<file path="config.mk">
export PLATFORM = sky130hd
export DESIGN_NAME = booth_mult_core
export DESIGN_NICKNAME = d
export VERILOG_FILES = /design/src/rtl/booth_mult_core.sv
export SDC_FILE = /design/constraint.sdc
export NUM_CORES = 1
export LEC_CHECK = 0
export ABC_AREA = 1
export ABC_CLOCK_PERIOD_IN_PS = 1800
export CORE_UTILIZATION = 57
export CTS_BUF_LIST = sky130_fd_sc_hd__clkbuf_2
export CTS_CLUSTER_SIZE = 28
export DETAILED_ROUTE_END_ITERATION = 6
export PLACE_DENSITY = 0.82
export SYNTH_ARGS = -nofsm -noshare
export SYNTH_HDL_FRONTEND = slang
export SYNTH_SLANG_ARGS = --single-unit
</file>
<file path="constraint.sdc">
create_clock -name clk -period 1.8 [get_ports clk]
set_input_delay 0.36 -clock clk [delete_from_list [all_inputs] [get_ports clk]]
set_output_delay 0.36 -clock clk [all_outputs]
set_load 0.02 [all_outputs]
</file>
<file path="src/rtl/booth_mult_core.sv">
// booth_mult_core: sequential radix-2 Booth multiplier, one step per CALC cycle
module booth_mult_core #(
  parameter int WIDTH = 8
) (
  input  logic                 clk,
  input  logic                 rst,
  input  logic                 start,
  input  logic [WIDTH-1:0]     switch_A,
  input  logic [WIDTH-1:0]     switch_B,
  output logic [2*WIDTH-1:0]   product,
  output logic                 busy,
  output logic                 done
);
  localparam logic [1:0] IDLE = 2'd0;
  localparam logic [1:0] CALC = 2'd1;
  localparam logic [1:0] DONE = 2'd2;
  localparam int CW = $clog2(WIDTH + 1);
  logic [1:0]       state;
  logic [WIDTH:0]   m, acc, sum;
  logic [WIDTH-1:0] q;
  logic             q_1;
  logic [CW-1:0]    count;
  always_comb sum = ({q[0], q_1} == 2'b01) ? acc + m : ({q[0], q_1} == 2'b10) ? acc - m : acc;
  assign busy = state == CALC;
  always_ff @(posedge clk) begin
    if (rst) begin
      state   <= IDLE;
      m       <= '0;
      acc     <= '0;
      q       <= '0;
      q_1     <= 1'b0;
      count   <= '0;
      product <= '0;
      done    <= 1'b0;
    end else begin
      done <= 1'b0;
      case (state)
        IDLE: if (start) begin
          m     <= {switch_A[WIDTH-1], switch_A};
          q     <= switch_B;
          acc   <= '0;
          q_1   <= 1'b0;
          count <= '0;
          state <= CALC;
        end
        CALC: begin
          acc   <= {sum[WIDTH], sum[WIDTH:1]};
          q     <= {sum[0], q[WIDTH-1:1]};
          q_1   <= q[0];
          count <= count + 1'b1;
          if (count == CW'(WIDTH - 1)) state <= DONE;
        end
        DONE: begin
          product <= {acc[WIDTH-1:0], q};
          done    <= 1'b1;
          state   <= IDLE;
        end
        default: state <= IDLE;
      endcase
    end
  end
endmodule
</file>
==> reports/metrics.csv <==
metric,value,unit
fin_crit,1720,ps
path_max_fanout,3,
power_density,742,mW/mm^2
track_usage,29.0,%
place_congestion,0.925,
wirelength,6920,um
fin_crit_sh,95.4,%
grt_setup_unrepaired,yes,
slowest_stage,dfxtp_2,
clk_pin_slew,280,ps
antenna_found_initial,0,
crit_type,flop to flop,
fp.dieW,71.2,um
drc,0,
whs,420,ps
portBuffers,36,
min_path_type,input pin to flop,
end_kind,flop,
avgRoutedWirePerCell,14.8,um
clock_path_buffers,2,
rows,24,
p_switching,0.715,mW
fin_skew,25.9,ps
diodes,0,
arrival,2130,ps
syn2layout_area_growth,18.4,%
hpwlAfterDp,5040,um
crit_path_frequent_cell,nand3_1,
swShare,29.8,%
drt_iter0_drc,230,
ys.flop_type,dfxtp_1,
crit_path_start_kind,flop,
die_area,0.00506,sq mm
critPathTopFamily,adder cells,
synth_compound_area_share,19.4,%
ios,37,
synth_top_area_share,35.2,%
post-route-util,72.1,%
clock_latency,470,ps
final_nets,451,
synth_common_cells,"nand2_1, dfxtp_1, inv_1, nor2_1, o21ai_0",
hold_viol,0,
async_reset_ff_share,0,%
grt_max_degree,25,
h-tree-depth,2,
synth_cells,375,
die_h,71.2,um
synth.most_common_cell,nand2_1,
synth_mux_area_share,0,%
synth-xor-area-share,0.642,%
synthTopCellsByArea,"dfxtp_1, nand2_1, ha_1",
yosys.area_share.simple,23.4,%
dpl.cell_count,458,
slowest_delay,410,ps
cts_tree,built,
ys_seq_area_share,35.2,%
worstPathRequired,2210,ps
power_frac_seq,47.4,%
p_int,1.68,mW
syn_nets,413,
final_max_slew_viol_count,0,
num_vias,2559,
ir_drop,0.787,mV
layout-drive-gt1-share,13.3,%
drv_cap,0,
power_leakage,1.51,nW
yosys_register_bits,48,
synth_cell_types,37,
fp.coreArea,0.00447,sq mm
synth_top_family_by_area,simple AND/OR/NAND/NOR gates,
final.setup.worst_slack,82.3,ps
status,"finished, final reports clean",
path_cells,ha_1 -> inv_1 -> fa_2 -> inv_1 -> nand4_1 -> nand3_1 -> nand2_1 -> nand3_1 -> nand3_1 -> a21oi_1,
postRouteAntennaNets,0,
clock.fmax,0.582,GHz
setup_viol,0,
finalPower,2.40,mW
grt_pass1_vias,2622,
power.clock.fraction,31.8,%
start_util,60.9,%
syn_area_per_cell,7.27,sq um
grt_overflow,0,
synth.largest_area_cell,dfxtp_1,
clkSinkCount,48,
path_buf_inv,2,
cts_root_buffer,clkbuf_2,
synthAdderAreaFrac,9.27,%
grt_pass1_wl,11600,um
synth_edf_count,0,
cts_buffers,5,
worstMarginPinSlew,410,ps
pre_cts_ws,28.1,ps
netlist_area,0.00273,sq mm
yosys_warnings,0,
firstDrtPassIters,4,
avgViaCountPerCell,5.49,
fin_cells,466,
share_comb_of_total_power,20.7,%
maxSlewHeadroom,72.6,%
placed cells by master (no fill, tap or decap), types with 2 or more instances in the layout:
master,count
nor2_2,2
nand4_1,4
o21ai_1,4
a21oi_1,34
inv_4,2
o211ai_1,2
nor2_1,36
nand2_1,70
inv_2,7
ha_2,2
nand3b_1,2
ha_1,13
inv_1,41
fa_2,2
a221oi_1,2
nand3_1,22
nor2_4,3
bufinv_16,2
dfxtp_2,3
dfxtp_1,45
a22oi_1,2
buf_4,12
a31oi_1,4
clkdlybuf4s50_1,18
dlygate4sd2_1,16
nand2_2,6
dlymetal6s2s_1,2
o21ai_0,35
ha_4,2
clkbuf_2,5
a21oi_2,4
power by group through the flow:
stage	logic, mW	registers, mW	clock network [mW]
after floorplan	0.357	1.15	0
after global placement	0.459	1.15	0
after detailed placement	0.470	1.15	0
after CTS	0.473	1.13	0.762
after global routing	0.553	1.14	0.807
final	0.497	1.14	0.763
worst register-to-register path: cells and delay by family (launching register included):
family | cells | cell delay [ps]
AND/OR/NAND/NOR | 5 | 430
flip-flops | 1 | 410
adder cells (fa/ha/maj) | 2 | 560
AO/OA/AOI/OAI | 1 | 120
buffers and inverters | 2 | 140
what timing repair did:
| item | 4_1_cts | 5_1_grt |
|---|---|---|
| pin swaps | 0 | 1 |
| resized for setup | 18 | 13 |
| hold buffers | 0 | 0 |
| endpoints found under the setup margin | 17 | 8 |
| setup buffers | 0 | 0 |
flip-flops by register name (all words and copies together) (netlist names):
signal   count
acc          8
done         1
q_1          1
product     16
count        4
state        2
q            8
m            8
cells by family after synthesis:
group / after synthesis
AO/OA/AOI/OAI: 92
XOR/XNOR: 2
adder cells (fa/ha/maj): 19
buffers and inverters: 67
flip-flops: 48
AND/OR/NAND/NOR: 147
final cells by class:
| cell class | count | area, sq um |
|---|---|---|
| Clock inverter | 3 | 68.8 |
| Tap cell | 52 | 65.1 |
| Fill cell | 365 | 1250 |
| Inverter | 50 | 193 |
| Clock buffer | 5 | 25.0 |
| Sequential cell | 48 | 965 |
| Timing Repair Buffer | 48 | 435 |
| Multi-Input combinational cell | 260 | 1480 |
per-layer routing:
metal	vias up	part of all wire, %	global-route usage, %
met4	0	1.4	10.7
met2	54	52	52.9
li1	1298	-	-
met1	1193	43	33.8
met5	-	0	0
met3	14	3.6	5.13
metrics by stage:
step | setup TNS [ps] | cell area (sq um)
after floorplan | 0 | 2730
after global placement | 0 | 3110
after detailed placement | 0 | 3110
after CTS | 0 | 3180
after global routing | -58.1 | 3230
final | 0 | 3230
worst paths after layout:
kind | cells past startpoint | slack [ps] | endpoint | startpoint
worst max-delay path | 10 | 80 | acc[5]$_SDFFE_PP0P_ | m[0]$_SDFFE_PP0P_
worst min-delay path | 3 | 420 | q[6]$_SDFFE_PP0P_ | switch_B[6]
worst max register to register | 10 | 80 | acc[5]$_SDFFE_PP0P_ | m[0]$_SDFFE_PP0P_
worst min register to register | 2 | 490 | count[3]$_SDFFE_PP0P_ | count[3]$_SDFFE_PP0P_
Note: power is estimated with default switching activity, not from simulation.
